$ cat config.mk
export PLATFORM = sky130hd
export DESIGN_NAME = apb_req_arbiter
export DESIGN_NICKNAME = d
export VERILOG_FILES = /design/src/rtl/apb_req_arbiter.sv
export SDC_FILE = /design/constraint.sdc
export NUM_CORES = 1
export LEC_CHECK = 0
export ABC_AREA = 1
export CAP_MARGIN = 20
export CELL_PAD_IN_SITES_DETAIL_PLACEMENT = 0
export CELL_PAD_IN_SITES_GLOBAL_PLACEMENT = 1
export CORE_MARGIN = 1.5
export CORE_UTILIZATION = 28
export CTS_CLUSTER_DIAMETER = 100
export DETAILED_ROUTE_END_ITERATION = 10
export MAX_ROUTING_LAYER = met4
export PLACE_DENSITY_LB_ADDON = 0.2
export SLEW_MARGIN = 40
export SYNTH_ARGS = -nofsm -noshare
export SYNTH_HDL_FRONTEND = slang
export SYNTH_SLANG_ARGS = --single-unit
export TNS_END_PERCENT = 1
$ cat constraint.sdc
create_clock -name clk_i -period 2.1 [get_ports clk_i]
set_input_delay 0.315 -clock clk_i [delete_from_list [all_inputs] [get_ports clk_i]]
set_output_delay 0.315 -clock clk_i [all_outputs]
set_load 0.02 [all_outputs]
$ cat src/rtl/apb_req_arbiter.sv
// -----------------------------------------------------------------------------
// apb_req_arbiter
//
// Round-robin arbiter plus APB master sequencer. Shares one APB port between
// NUM_REQ requesters. Each requester raises req_i with its command fields
// held stable. The block grants one requester, runs the APB SETUP and ACCESS
// phases, and then returns a one-cycle ack_o pulse to that requester only,
// together with the read data and error status.
//
// Optional feature (macro APB_ARB_TIMEOUT_EN):
//   When the macro is defined, an ACCESS phase that lasts TIMEOUT_CYCLES
//   cycles with pready_i low is abandoned. The requester gets an error ack.
//   When the macro is undefined, ACCESS waits for pready_i with no limit.
//
// Parameters:
//   NUM_REQ        number of requesters (1..8)
//   APB_AW         APB address width
//   APB_DW         APB data width, must be a multiple of 8
//   TIMEOUT_CYCLES ACCESS-phase cycle limit (used only with APB_ARB_TIMEOUT_EN)
//
// Ports:
//   clk_i, rst_ni             clock and synchronous active-low reset
//   req_i / req_write_i       per-requester request and direction (1 = write)
//   req_addr_i, req_wdata_i,  packed per-requester command fields;
//   req_strb_i, req_prot_i    requester k occupies slice k of each vector
//   ack_o                     one-hot completion pulse, one cycle long
//   rsp_rdata_o, rsp_err_o    response; valid only while ack_o is nonzero
//   paddr_o .. pstrb_o        APB master outputs, all registered
//   pready_i, prdata_i,       APB slave responses
//   pslverr_i
// -----------------------------------------------------------------------------
module apb_req_arbiter #(
   parameter int NUM_REQ        = 2,
   parameter int APB_AW         = 32,
   parameter int APB_DW         = 32,
   parameter int TIMEOUT_CYCLES = 256
) (
   input  logic                        clk_i,
   input  logic                        rst_ni,
   input  logic [NUM_REQ-1:0]          req_i,
   input  logic [NUM_REQ-1:0]          req_write_i,
   input  logic [NUM_REQ*APB_AW-1:0]   req_addr_i,
   input  logic [NUM_REQ*APB_DW-1:0]   req_wdata_i,
   input  logic [NUM_REQ*APB_DW/8-1:0] req_strb_i,
   input  logic [NUM_REQ*3-1:0]        req_prot_i,
   output logic [NUM_REQ-1:0]          ack_o,
   output logic [APB_DW-1:0]           rsp_rdata_o,
   output logic                        rsp_err_o,
   output logic [APB_AW-1:0]           paddr_o,
   output logic [2:0]                  pprot_o,
   output logic                        psel_o,
   output logic                        penable_o,
   output logic                        pwrite_o,
   output logic [APB_DW-1:0]           pwdata_o,
   output logic [APB_DW/8-1:0]         pstrb_o,
   input  logic                        pready_i,
   input  logic [APB_DW-1:0]           prdata_i,
   input  logic                        pslverr_i
);

   localparam int SW    = APB_DW / 8;
   localparam int IDX_W = (NUM_REQ > 1) ? $clog2(NUM_REQ) : 1;

   localparam logic [1:0] S_IDLE   = 2'd0;
   localparam logic [1:0] S_SETUP  = 2'd1;
   localparam logic [1:0] S_ACCESS = 2'd2;

   // ---------------------------------------------------------------------------
   // Elaboration-time parameter checks
   // ---------------------------------------------------------------------------
   if (NUM_REQ < 1 || NUM_REQ > 8) begin : g_bad_num_req
      $error("apb_req_arbiter: NUM_REQ must be in 1..8");
   end
   if (APB_DW < 8 || (APB_DW % 8) != 0) begin : g_bad_apb_dw
      $error("apb_req_arbiter: APB_DW must be a multiple of 8");
   end
`ifdef APB_ARB_TIMEOUT_EN
   if (TIMEOUT_CYCLES < 2) begin : g_bad_timeout
      $error("apb_req_arbiter: TIMEOUT_CYCLES must be at least 2");
   end
`else
   if (TIMEOUT_CYCLES < 1) begin : g_bad_timeout
      $error("apb_req_arbiter: TIMEOUT_CYCLES must be positive");
   end
`endif

   // ---------------------------------------------------------------------------
   // State
   // ---------------------------------------------------------------------------
   logic [1:0]         state;
   logic [IDX_W-1:0]   last_gnt;
   logic [IDX_W-1:0]   gnt;

   logic [NUM_REQ-1:0] eligible;
   logic [NUM_REQ-1:0] gnt_onehot;
   logic               grant_valid;
   logic [IDX_W-1:0]   grant_idx;
   logic [IDX_W-1:0]   cand;

   logic               sel_write;
   logic [APB_AW-1:0]  sel_addr;
   logic [APB_DW-1:0]  sel_wdata;
   logic [SW-1:0]      sel_strb;
   logic [2:0]         sel_prot;

`ifdef APB_ARB_TIMEOUT_EN
   localparam int TO_W = (TIMEOUT_CYCLES > 2) ? $clog2(TIMEOUT_CYCLES) : 1;
   logic [TO_W-1:0]    to_cnt;
   logic               to_expired;

   assign to_expired = (to_cnt == TO_W'(TIMEOUT_CYCLES - 1));
`endif

   // A requester being acked this cycle still has req_i high; masking it
   // keeps it from being granted again before it has seen the ack.
   assign eligible = req_i & ~ack_o;

   // Round-robin search. Candidates are visited from the farthest offset to
   // the nearest one, so the nearest eligible requester after last_gnt wins.
   // NOTE: every variable written in always_comb gets a default first, so no
   // path can leave it unassigned and infer a latch.
   always_comb begin
      grant_valid = 1'b0;
      grant_idx   = '0;
      cand        = '0;
      for (int i = NUM_REQ; i >= 1; i--) begin
         cand = IDX_W'((int'(last_gnt) + i) % NUM_REQ);
         if (eligible[cand]) begin
            grant_valid = 1'b1;
            grant_idx   = cand;
         end
      end
   end

   // Select the command fields of the requester that wins this cycle.
   always_comb begin
      sel_write = 1'b0;
      sel_addr  = '0;
      sel_wdata = '0;
      sel_strb  = '0;
      sel_prot  = '0;
      for (int k = 0; k < NUM_REQ; k++) begin
         if (IDX_W'(k) == grant_idx) begin
            sel_write = req_write_i[k];
            sel_addr  = req_addr_i[k*APB_AW +: APB_AW];
            sel_wdata = req_wdata_i[k*APB_DW +: APB_DW];
            sel_strb  = req_strb_i[k*SW +: SW];
            sel_prot  = req_prot_i[k*3 +: 3];
         end
      end
   end

   // Decode the stored grant index to the one-hot ack vector.
   always_comb begin
      gnt_onehot = '0;
      for (int k = 0; k < NUM_REQ; k++) begin
         if (IDX_W'(k) == gnt) gnt_onehot[k] = 1'b1;
      end
   end

   // ---------------------------------------------------------------------------
   // Sequencer
   // ---------------------------------------------------------------------------
   // NOTE: sequential state uses non-blocking assignments only, so every flop
   // samples the values from before the edge, whatever the statement order.
   always_ff @(posedge clk_i) begin
      if (!rst_ni) begin
         state       <= S_IDLE;
         last_gnt    <= IDX_W'(NUM_REQ - 1);
         gnt         <= '0;
         ack_o       <= '0;
         rsp_rdata_o <= '0;
         rsp_err_o   <= 1'b0;
         paddr_o     <= '0;
         pprot_o     <= '0;
         psel_o      <= 1'b0;
         penable_o   <= 1'b0;
         pwrite_o    <= 1'b0;
         pwdata_o    <= '0;
         pstrb_o     <= '0;
`ifdef APB_ARB_TIMEOUT_EN
         to_cnt      <= '0;
`endif
      end else begin
         // The response lasts exactly one cycle.
         ack_o       <= '0;
         rsp_rdata_o <= '0;
         rsp_err_o   <= 1'b0;

         case (state)
            S_IDLE: begin
               if (grant_valid) begin
                  gnt       <= grant_idx;
                  pwrite_o  <= sel_write;
                  paddr_o   <= sel_addr;
                  pwdata_o  <= sel_wdata;
                  pstrb_o   <= sel_strb;
                  pprot_o   <= sel_prot;
                  psel_o    <= 1'b1;
                  penable_o <= 1'b0;
                  state     <= S_SETUP;
               end
            end

            S_SETUP: begin
               penable_o <= 1'b1;
`ifdef APB_ARB_TIMEOUT_EN
               to_cnt    <= '0;
`endif
               state     <= S_ACCESS;
            end

            S_ACCESS: begin
               if (pready_i) begin
                  psel_o      <= 1'b0;
                  penable_o   <= 1'b0;
                  ack_o       <= gnt_onehot;
                  rsp_err_o   <= pslverr_i;
                  rsp_rdata_o <= pwrite_o ? '0 : prdata_i;
                  last_gnt    <= gnt;
                  state       <= S_IDLE;
               end
`ifdef APB_ARB_TIMEOUT_EN
               else if (to_expired) begin
                  // Abandon the transfer. A late pready_i finds the block
                  // in IDLE and is ignored.
                  psel_o    <= 1'b0;
                  penable_o <= 1'b0;
                  ack_o     <= gnt_onehot;
                  rsp_err_o <= 1'b1;
                  last_gnt  <= gnt;
                  state     <= S_IDLE;
               end else begin
                  to_cnt <= to_cnt + 1'b1;
               end
`endif
            end

            default: begin
               psel_o    <= 1'b0;
               penable_o <= 1'b0;
               state     <= S_IDLE;
            end
         endcase
      end
   end

endmodule
=== After elaboration in Yosys (flattened, before gate mapping) ===
Cells that the tools add are included.

* Bits in latches: 0
* Bits in writable memories: 0
* Output and inout bits: 109
* Word-level logic and storage cells: 57
* Memories kept: 0
* Memory bits (read-only): 0
* Bits in registers: 113
* Input bits: 182

* Bitwise gates (word level): 6
* Mux-type cells: 23
* Shifts and indexed selects: 0
* Reductions and logical operators: 7
* Equality and inequality tests: 4
* $add $sub $neg: 2
* $mul: 0
* Order comparisons: 2
* Divide/modulo/power cells: 0

{| class="wikitable"
|+ Operator list
! operator !! count
|-
| $mux W32 || 2
|-
| $mux W1 || 14
|-
| $pmux W1 S3 || 2
|-
| $pmux W2 S3 || 1
|-
| $reduce_and A2 Y1 || 3
|-
| $reduce_and A3 Y1 || 2
|-
| $lt A1 B2 Y1 const B || 2
|-
| $mux W2 || 2
|-
| $mux W4 || 1
|-
| $ne A2 B2 Y1 const B || 2
|-
| $not A1 Y1 || 4
|-
| $reduce_or A4 Y1 || 1
|-
| $mux W3 || 1
|-
| $add A1 B1 Y1 const B || 2
|-
| $and A2 B2 Y2 || 1
|-
| $eq A2 B1 Y1 const B || 1
|-
| $eq A2 B2 Y1 const B || 1
|-
| $logic_not A2 Y1 || 1
|-
| $not A2 Y2 || 1
|}

=== Depth between registers and ports, before layout ===
* Depth in word-level cells: 8
* Depth in mapped cells: 9
* Depth with buffers taken out: 7

=== Least setup slack after synthesis ===
OpenSTA, ideal clock, no wires.

* Path kind: register to register
* Start: register ack_o[1]
* End: register pwdata_o[10]
* Slack: 0.752 ns
* Data required time: 1.988 ns
* Data arrival time: 1.236 ns
* Cell stages (with the launch flop): 10
* Cells stage by stage: dfxtp_1 > inv_1 > nand2_2 > inv_2 > buf_4 > buf_2 > nand3_1 > nand2_1 > nor2_1 > nor2_1

* Longest elaborated chain between the ends: 7
* Elaborated cells on any way between the ends: 12
* Those cells by class: 9 x mux; 2 x bitwise; 1 x reduce/logical

{| class="wikitable"
|+ Ends and longest elaborated chain
! what !! RTL line !! source
|-
| from (decl) || 46 || <nowiki>output logic [NUM_REQ-1:0] ack_o,</nowiki>
|-
| from (signal assigned) || 217 || <nowiki>ack_o <= gnt_onehot;</nowiki>
|-
| $not A2 Y2 (*) || 116 || <nowiki>assign eligible = req_i & ~ack_o;</nowiki>
|-
| $and A2 B2 Y2 (*) || 116 ||
|-
| $mux W1 (implied by the code) (2 in a row) || 128 || <nowiki>if (eligible[cand]) begin</nowiki>
|-
| $mux W1 (2 in a row) || 128 ||
|-
| $mux W32 or $reduce_and A2 Y1 (tied branches) || n/a ||
|-
| to (signal assigned) || 196 || <nowiki>pwdata_o <= sel_wdata;</nowiki>
|-
| to (decl) || 54 || <nowiki>output logic [APB_DW-1:0] pwdata_o,</nowiki>
|}

Every way passes the cells marked *; elsewhere a longest branch is shown, timed or not. The select of a mux whose other input is x is not followed.
A chain may end at the register's enable or synchronous reset.

=== Worst setup path in the final report ===
* Start: register paddr_o[22]
* End: output port paddr_o[22]

{| class="wikitable"
|+ RTL lines
! what !! RTL line !! source
|-
| from (decl) || 49 || <nowiki>output logic [APB_AW-1:0] paddr_o,</nowiki>
|-
| from (signal assigned) || 195 || <nowiki>paddr_o <= sel_addr;</nowiki>
|}

No word-level cell between the ends.

==> metrics.csv <==
stage,metric,value,unit
sta,slew_headroom,0.759,
detailed_routing,vias_per_cell,4.14,
sta,tightest_slew,0.361,ns
run,drv_cap,0,
floorplan,design.die.area,0.0204,mm^2
floorplan,start_util,0.289,
critical_path,endpoint_kind,output pin,
critical_path,worstPathArrival,1.42,ns
pwr,swShare,0.305,
detailed_routing,routedWlPerCell,12.9,um
pwr,p_sw,2.21,mW
placement,dpl.cell_count,1357,
sta,max_freq,578,MHz
logic_synthesis,syn_area,0.00546,mm^2
placement,placed_cell_area,0.00863,mm^2
cells_and_area,final_cell_mix,"clkdlybuf4s50_1, nand2_1, nor2_1",
logic_synthesis,synth.avg_cell_area,6.42,um^2
pwr,p_int,5.04,mW
clock_tree,postCtsHoldBufs,0,
logic_synthesis,synth_fp_nets,1033,
floorplan,io_pins,291,
global_route,grt_pass1_wl,28000,um
cells_and_area,antennaDiodeCount,0,
floorplan,die_w,143,um
sta,setup_viol,0,
logic_synthesis,synth_top_family_by_area,simple AND/OR/NAND/NOR gates,
critical_path,cp.buffers_inverters,1,
placement,pre_cts_slack,0.236,ns
logic_synthesis,ys_top_cells_by_area,"dfxtp_1, nand2_1, nor2_1",
pwr,ir_drop,0.544,mV
detailed_routing,wirelength,17900,um
pwr,fin_total_pwr,7.26,mW
sta,setup_slack,0.369,ns
sta,tns,0,ns
critical_path,crit_path_max_fanout,2,
global_route,antenna_found_initial,0,
logic_synthesis,synth_fa_ha_area_frac,0,
detailed_routing,firstDrtPassIters,5,
logic_synthesis,ys_warn_count,0,
clock_tree,cts_tree,built,
clock_tree,post_cts_resized,0,
logic_synthesis,syn_inst,851,
detailed_routing,drcViolationCount,0,
cells_and_area,syn2layout_area_growth,68.8,%
detailed_routing,final_antenna_net_count,0,
sta,finalHoldViolCount,0,
clock_tree,path_clk_slew,0.05,ns
floorplan,core,0.0189,mm^2
critical_path,path_cells,clkdlybuf4s50_1,
pwr,p_leak,4.16,nW
global_route,track_usage,0.182,
critical_path,worstSetupPathType,flip-flop to output pin,
clock_tree,clock_latency,0.42,ns
placement,dpl.hpwl,12200,um
clock_tree,postCtsSetupBuffers,0,
global_route,grt_max_degree,84,
sta,drv_slew,0,
placement,port_buffers,290,
logic_synthesis,synth_xor_area_frac,0,
cells_and_area,utilization,0.488,
critical_path,cpMaxStageDelayCell,clkdlybuf4s50_1,
detailed_routing,via_count,5744,
pwr,clkPwrFrac,0.404,
clock_tree,cts_sinks,113,
logic_synthesis,synth-compound-area-share,0.105,
clock_tree,htree_levels,4,
pwr,powerDensity,787,mW/mm^2
cells_and_area,stdcell_area,0.00922,mm^2
global_route,grt_pass1_vias,5589,
logic_synthesis,synth_cell_type_count,16,
detailed_routing,drt_iter0_drc,160,
sta,fin_skew,0.0111,ns
pwr,p_comb_frac,0.260,
critical_path,required,1.78,ns
sta,rsz0062_at_grt,no,
logic_synthesis,synth_top_area_share,0.414,
critical_path,cpPeakStageDelay,0.68,ns
logic_synthesis,ys_ff_latch,113,
logic_synthesis,synth_largest_area_cell,dfxtp_1,
sta,period_minus_slack,1.73,ns
pwr,p_seq_frac,0.336,
clock_tree,clockBufferDepth,2,
cells_and_area,final_common_cell,clkdlybuf4s50_1,
critical_path,cp-start-kind,flip-flop,
placement,place_congestion,0.753,
min_path,worstHoldPathType,input port to flip-flop,
floorplan,die_h,143,um
floorplan,rows,50,
status,status,finished clean,
cells_and_area,final_cells,1389,
logic_synthesis,synth_mux_area_frac,0,
clock_tree,cts_buffers,17,
sta,fin_crit_sh,0.824,
critical_path,path_delay_family,buffers and inverters,
global_route,overflow,0,
cells_and_area,nets,1298,
logic_synthesis,ys_seq_area_frac,0.414,
clock_tree,cts-root-buf,clkbuf_16,
sta,worst_hold_slack,0.232,ns
logic_synthesis,yosys.area_share.simple,0.356,
cells_and_area,drive_above_1_share,0.0443,
## cells by family (layout without fill, tap and decap cells)
kind of cell           after synthesis  count (layout)
AND/OR/NAND/NOR                    490             490
buffers and inverters              172             450
AO/OA/AOI/OAI                       76              76
flip-flops                         113             113
## final timing paths
check,cells after the start,from,endpoint,slack (ns)
worst max-delay path,1,paddr_o[22],paddr_o[22],0.37
worst min-delay path,3,rst_ni,state[1],0.23
worst max register to register,7,state[1],pwdata_o[19],0.68
worst min register to register,2,gnt,ack_o[1],0.47
## layout make-up
cell class	count	area [um^2]
fill	1937	9670
timing repair buffer	301	3070
multi-input combinational	566	2530
sequential	113	2260
inverter	117	442
clock buffer	17	425
tap	260	325
clock inverter	15	173
## cell usage after synthesis (all sizes together)
library cell	n
nand3	78
a21oi	4
buf	30
inv	117
nor2	184
a21boi	72
nand2	228
dfxtp	113
clkbuf	25
## flip-flops by register name, summed over array words and instances (netlist names), 2 cells and up
signal       count
ack_o            2
paddr_o         32
pprot_o          3
pstrb_o          4
pwdata_o        32
rsp_rdata_o     32
state            2
## layer usage
layer,vias up,track usage,share of wire
met2,203,0.297,0.46
met5,-,-,0
met3,11,0.0681,0.089
li1,3090,-,-
met1,2440,0.213,0.44
met4,0,0.0423,0.0072
## power by group through the flow
stage / registers, mW / clock network, mW / logic (mW)
floorplan: 2.71 / 0 / 0.752
global placement: 2.48 / 0 / 1.91
detailed placement: 2.48 / 0 / 1.91
CTS: 2.44 / 3.02 / 1.92
global route: 2.46 / 3.10 / 2.10
finish: 2.44 / 2.93 / 1.89
Power figures use the tool's default switching activity.
